[src/rtl/ysyx_23060075_wbu_pkg.sv]
// Shared widths, FSM state encoding and load funct3 codes for the write-back unit,
// the LSU and the decoder.
package ysyx_23060075_wbu_pkg;

  localparam int ISA_WIDTH      = 32;
  localparam int REG_ADDR_WIDTH = 5;

  typedef enum logic [1:0] {
    WBU_IDLE     = 2'b00,
    WBU_WAIT_LSU = 2'b01,
    WBU_WRITE    = 2'b10
  } wbu_state_e;

  localparam logic [2:0] F3_LB  = 3'b000;
  localparam logic [2:0] F3_LH  = 3'b001;
  localparam logic [2:0] F3_LW  = 3'b010;
  localparam logic [2:0] F3_LBU = 3'b100;
  localparam logic [2:0] F3_LHU = 3'b101;

endpackage

[src/rtl/ysyx_23060075_load_ext.sv]
// Combinational load-data extraction: selects byte/halfword/word from an aligned
// word and sign/zero-extends it; flags misaligned or unknown load types.
module ysyx_23060075_load_ext
  import ysyx_23060075_wbu_pkg::*;
#(
  parameter int ISA_WIDTH = ysyx_23060075_wbu_pkg::ISA_WIDTH
) (
  input  logic [ISA_WIDTH-1:0] rdata,
  input  logic [2:0]           funct3,
  input  logic [1:0]           addr_lo,
  output logic [ISA_WIDTH-1:0] ext,
  output logic                 err
);

  logic [ISA_WIDTH-1:0] shifted;

  always_comb begin
    shifted = rdata >> {addr_lo, 3'b000};
    ext     = '0;
    err     = 1'b0;
    case (funct3)
      F3_LB:  ext = {{(ISA_WIDTH-8){shifted[7]}}, shifted[7:0]};
      F3_LBU: ext = {{(ISA_WIDTH-8){1'b0}}, shifted[7:0]};
      F3_LH:  if (addr_lo[0]) err = 1'b1;
              else ext = {{(ISA_WIDTH-16){shifted[15]}}, shifted[15:0]};
      F3_LHU: if (addr_lo[0]) err = 1'b1;
              else ext = {{(ISA_WIDTH-16){1'b0}}, shifted[15:0]};
      F3_LW:  if (addr_lo != 2'b00) err = 1'b1;
              else ext = rdata;
      default: err = 1'b1;
    endcase
  end

endmodule

[src/rtl/ysyx_23060075_wbu.sv]
// Write-back unit: accepts one retiring instruction, waits for load data when
// needed, then drives the GPR write port and a one-cycle commit pulse.
module ysyx_23060075_wbu
  import ysyx_23060075_wbu_pkg::*;
#(
  parameter int ISA_WIDTH      = ysyx_23060075_wbu_pkg::ISA_WIDTH,
  parameter int REG_ADDR_WIDTH = ysyx_23060075_wbu_pkg::REG_ADDR_WIDTH
) (
  input  logic                      clk,
  input  logic                      rst,
  input  logic                      exu_valid,
  output logic                      exu_ready,
  input  logic [ISA_WIDTH-1:0]      exu_pc,
  input  logic [ISA_WIDTH-1:0]      exu_result,
  input  logic [REG_ADDR_WIDTH-1:0] exu_rd,
  input  logic                      exu_rd_wen,
  input  logic                      exu_is_load,
  input  logic [2:0]                exu_funct3,
  input  logic [1:0]                exu_addr_lo,
  input  logic                      lsu_rvalid,
  input  logic [ISA_WIDTH-1:0]      lsu_rdata,
  output logic                      lsu_rready,
  output logic [ISA_WIDTH-1:0]      gpr_w,
  output logic [REG_ADDR_WIDTH-1:0] gpr_w_addr,
  output logic                      gpr_w_en,
  output logic                      commit_valid,
  output logic [ISA_WIDTH-1:0]      commit_pc,
  output logic                      load_err
);

  wbu_state_e state, state_nxt;

  logic [ISA_WIDTH-1:0]      pc_p1;
  logic [ISA_WIDTH-1:0]      result_p1;
  logic [REG_ADDR_WIDTH-1:0] rd_p1;
  logic                      rd_wen_p1;
  logic [2:0]                funct3_p1;
  logic [1:0]                addr_lo_p1;
  logic                      err_p1;

  logic [ISA_WIDTH-1:0]      ext_val;
  logic                      ext_err;

  logic accept;
  logic lsu_take;

  assign accept   = (state == WBU_IDLE) && exu_valid;
  assign lsu_take = (state == WBU_WAIT_LSU) && lsu_rvalid;

  ysyx_23060075_load_ext #(
    .ISA_WIDTH (ISA_WIDTH)
  ) u_load_ext (
    .rdata   (lsu_rdata),
    .funct3  (funct3_p1),
    .addr_lo (addr_lo_p1),
    .ext     (ext_val),
    .err     (ext_err)
  );

  always_ff @(posedge clk) begin
    if (rst) begin
      state  <= WBU_IDLE;
      err_p1 <= 1'b0;
    end else begin
      state <= state_nxt;
      if (accept)        err_p1 <= 1'b0;
      else if (lsu_take) err_p1 <= ext_err;
    end
  end

  // Payload latches: only observed through outputs gated by WRITE, so no reset needed.
  always_ff @(posedge clk) begin
    if (accept) begin
      pc_p1      <= exu_pc;
      result_p1  <= exu_result;
      rd_p1      <= exu_rd;
      rd_wen_p1  <= exu_rd_wen;
      funct3_p1  <= exu_funct3;
      addr_lo_p1 <= exu_addr_lo;
    end else if (lsu_take) begin
      result_p1 <= ext_val;
    end
  end

  always_comb begin
    state_nxt    = state;
    exu_ready    = 1'b0;
    lsu_rready   = 1'b0;
    gpr_w        = '0;
    gpr_w_addr   = '0;
    gpr_w_en     = 1'b0;
    commit_valid = 1'b0;
    commit_pc    = '0;
    load_err     = 1'b0;
    case (state)
      WBU_IDLE: begin
        exu_ready = 1'b1;
        if (exu_valid) state_nxt = exu_is_load ? WBU_WAIT_LSU : WBU_WRITE;
      end
      WBU_WAIT_LSU: begin
        lsu_rready = 1'b1;
        if (lsu_rvalid) state_nxt = WBU_WRITE;
      end
      WBU_WRITE: begin
        gpr_w        = result_p1;
        gpr_w_addr   = rd_p1;
        gpr_w_en     = rd_wen_p1;
        commit_valid = 1'b1;
        commit_pc    = pc_p1;
        load_err     = err_p1;
        state_nxt    = WBU_IDLE;
      end
      default: state_nxt = WBU_IDLE;
    endcase
  end

endmodule
[config.mk]
export PLATFORM = sky130hd
export DESIGN_NAME = ysyx_23060075_wbu
export DESIGN_NICKNAME = d
export VERILOG_FILES = /design/src/rtl/ysyx_23060075_wbu_pkg.sv /design/src/rtl/ysyx_23060075_load_ext.sv /design/src/rtl/ysyx_23060075_wbu.sv
export SDC_FILE = /design/constraint.sdc
export NUM_CORES = 1
export LEC_CHECK = 0
export ABC_AREA = 1
export BUFFER_PORTS_ARGS = -buffer_cell sky130_fd_sc_hd__buf_2
export CAP_MARGIN = 5
export CORE_ASPECT_RATIO = 2
export CORE_MARGIN = 2
export CORE_UTILIZATION = 54
export CTS_BUF_LIST = sky130_fd_sc_hd__clkbuf_4
export DETAILED_ROUTE_END_ITERATION = 8
export PLACE_DENSITY = 0.93
export SYNTH_ARGS = -nofsm -noshare
export SYNTH_HDL_FRONTEND = slang
export SYNTH_SLANG_ARGS = --single-unit
[constraint.sdc]
create_clock -name clk -period 4.5 [get_ports clk]
set_input_delay 0.45 -clock clk [delete_from_list [all_inputs] [get_ports clk]]
set_output_delay 0.45 -clock clk [all_outputs]
set_load 0.1 [all_outputs]
==> impl_metrics.ini <==
[outcome]
status = finished, final reports clean

[timing]
timing.hold.ws_ns = 0.175
fin_crit_ns = 2.64
clock_skew_ns = 0.0184
fmax_mhz = 378
relSlewSlack = 0.255
tns_ns = 0
fin_crit_sh = 0.587
hold_viol = 0
setup_viol = 0
worst_pin_slew_ns = 1.12
drv_slew = 0
grt_setup_unrepaired = no

[logic_synthesis]
synth_nets = 661
synth_seq_cells = 78
yosys.area.top_type = edfxtp_1
yosysSeqAreaShare = 0.529
netlist-cell-type-count = 30
synth_area_mm2 = 0.00437
synth.area.top_cells = edfxtp_1 (52%), nand2_1 (15%), nor2_1 (9.6%)
synth_area_per_cell_um2 = 7.96
yosysWarnings = 0
synth_top_area_share = 0.515
postSynthCellCount = 549

[clock_network]
clock_latency_ns = 0.43
cts_sinks = 78
h-tree-depth = 3
clk_pin_slew_ns = 0.14
cts_max_path_buffers = 2
ctsResizeCount = 0
postCtsSetupRepairBufs = 0
cts_made_buffers = 9
clockRootBuffer = clkbuf_4
cts_hold_buf = 0
cts_tree = built

[job]
max_cap_violations = 0

[routing]
wl_um = 11400
final_antenna_net_count = 0
firstDrtPassIters = 5
viasPerCell = 4.86
drt_iter0_markers = 288
wl_per_cell_um = 13.8
drc = 0
vias = 4037

[final_layout]
nets = 839
seqCellArea_mm2 = 0.00231
final_cell_mix = buf_2 (185), nand2_1 (170), nor2_1 (112), inv_1 (92), edfxtp_1 (75)
final_core_util = 0.689
final_common_cell = buf_2
fillers = 663
area_delta_synth_final_pct = 24.3
multi_input_area_mm2 = 0.00153
drive_gt1_frac = 0.328

[global_routing]
grt_pass1_vias = 3783
grt_max_degree = 62
gr-total-overflow = 0
antenna_found_initial = 3
grt_pass1_wl_um = 17400
track_usage = 0.265

[critical_path]
start_kind = flop
crit_chain = inv_1 -> nor2_1 -> inv_2 -> buf_4 -> nor2_1 -> buf_2
cpMostUsedCell = nor2_1
crit_end = commit_pc[12]
r2r-end = result_p1[3]
startpoint = state[1]
ff2ff_path_depth = 4
crit_slowest_cell = buf_2
crit_type = reg -> out
rrSetupSlack_ns = 2.04
crit_path_max_incr_delay_ns = 0.47
reg2reg_from = state[0]
required_ns = 4.05
arrival_ns = 2.19
critPathMaxFanout = 61
cp-end-kind = primary output

[pwr]
p_leak_uw = 0.00314
power.density_mw_per_mm2 = 333
ir_worst_vdd_v = 0.000284
p_total_uw = 1810

[placed_design]
io_buffer_count = 185
dp_hpwl_um = 8980
gp_congestion = 0.945

[floorplan]
coreArea_mm2 = 0.00789
ios = 186
start_util = 0.554
die_w_um = 67.6
rows = 46
fp.dieH_um = 131
die_area_mm2 = 0.00887

[worst_hold_path]
hold_class = in -> reg
[sequential cells by signal (all words and copies together), names as in the netlist]
| register | flops |
|---|---|
| err_p1 | 1 |
| rd_p1 | 5 |
| result_p1 | 32 |
| state | 2 |
| rd_wen_p1 | 1 |
| funct3_p1 | 3 |
| addr_lo_p1 | 2 |
| pc_p1 | 32 |
[power by group]
group	total (uW)	internal, uW	switching, uW
Combinational	510	108	402
Sequential	902	877	24.6
Clock	395	125	270
[final cells by class]
type,count,share of cell area
clock buffer,9,0.0124
sequential,78,0.426
clock inverter,7,0.0117
tap,96,0.0221
multi-input combinational,350,0.282
inverter,100,0.0705
timing repair buffer,188,0.175
antenna,3,0.00138
[per-stage QoR]
step / area (um^2) / worst slack, ns / instances
2_1_floorplan: 4370 / 0.630 / 549
3_3_place_gp: 5290 / 2.05 / 812
3_5_place_dp: 5290 / 1.97 / 812
4_1_cts: 5430 / 1.81 / 828
5_1_grt: 5430 / 1.69 / 831
6_report: 5430 / 1.86 / 831
[routing by layer]
layer	routed length, um	track usage
met5	0	0
met4	687	0.181
met2	6150	0.453
met1	3950	0.273
met3	658	0.0565
[critical path: cells and delay by family (launching register included)]
kind	cells	cell delay (ns)
buffers and inverters	4	0.99
flip-flops	1	0.39
AND/OR/NAND/NOR	2	0.37
[how the worst min path moves through the flow]
stage,to,slack (ns),from,cells after the start
after detailed placement,err_p1,0.53,err_p1,4
after CTS,pc_p1[25],0.15,exu_pc[25],1
final,pc_p1[21],0.18,exu_pc[21],1
after global routing,pc_p1[25],0.14,exu_pc[25],1
after floorplan,err_p1,0.51,err_p1,4
after global placement,err_p1,0.53,err_p1,4
[cells in the mapped netlist (all sizes together)]
| cell | count |
|---|---|
| clkbuf | 9 |
| o211ai | 1 |
| edfxtp | 75 |
| nand2 | 186 |
| nand3 | 25 |
| buf | 12 |
| nor3 | 3 |
| a211oi | 1 |
| nor4 | 1 |
| a21oi | 3 |
| nand4 | 3 |
| o21ai | 12 |
| clkinv | 2 |
| nor2 | 115 |
| inv | 98 |
| dfxtp | 3 |
[logic make-up (layout without fill, tap and decap cells)]
group,after synthesis,count (layout),share of synthesized area
AND/OR/NAND/NOR,333,333,0.330
other,0,3,0
AO/OA/AOI/OAI,17,17,0.0206
flip-flops,78,78,0.529
buffers and inverters,121,304,0.121
Power figures use the tool's default switching activity.
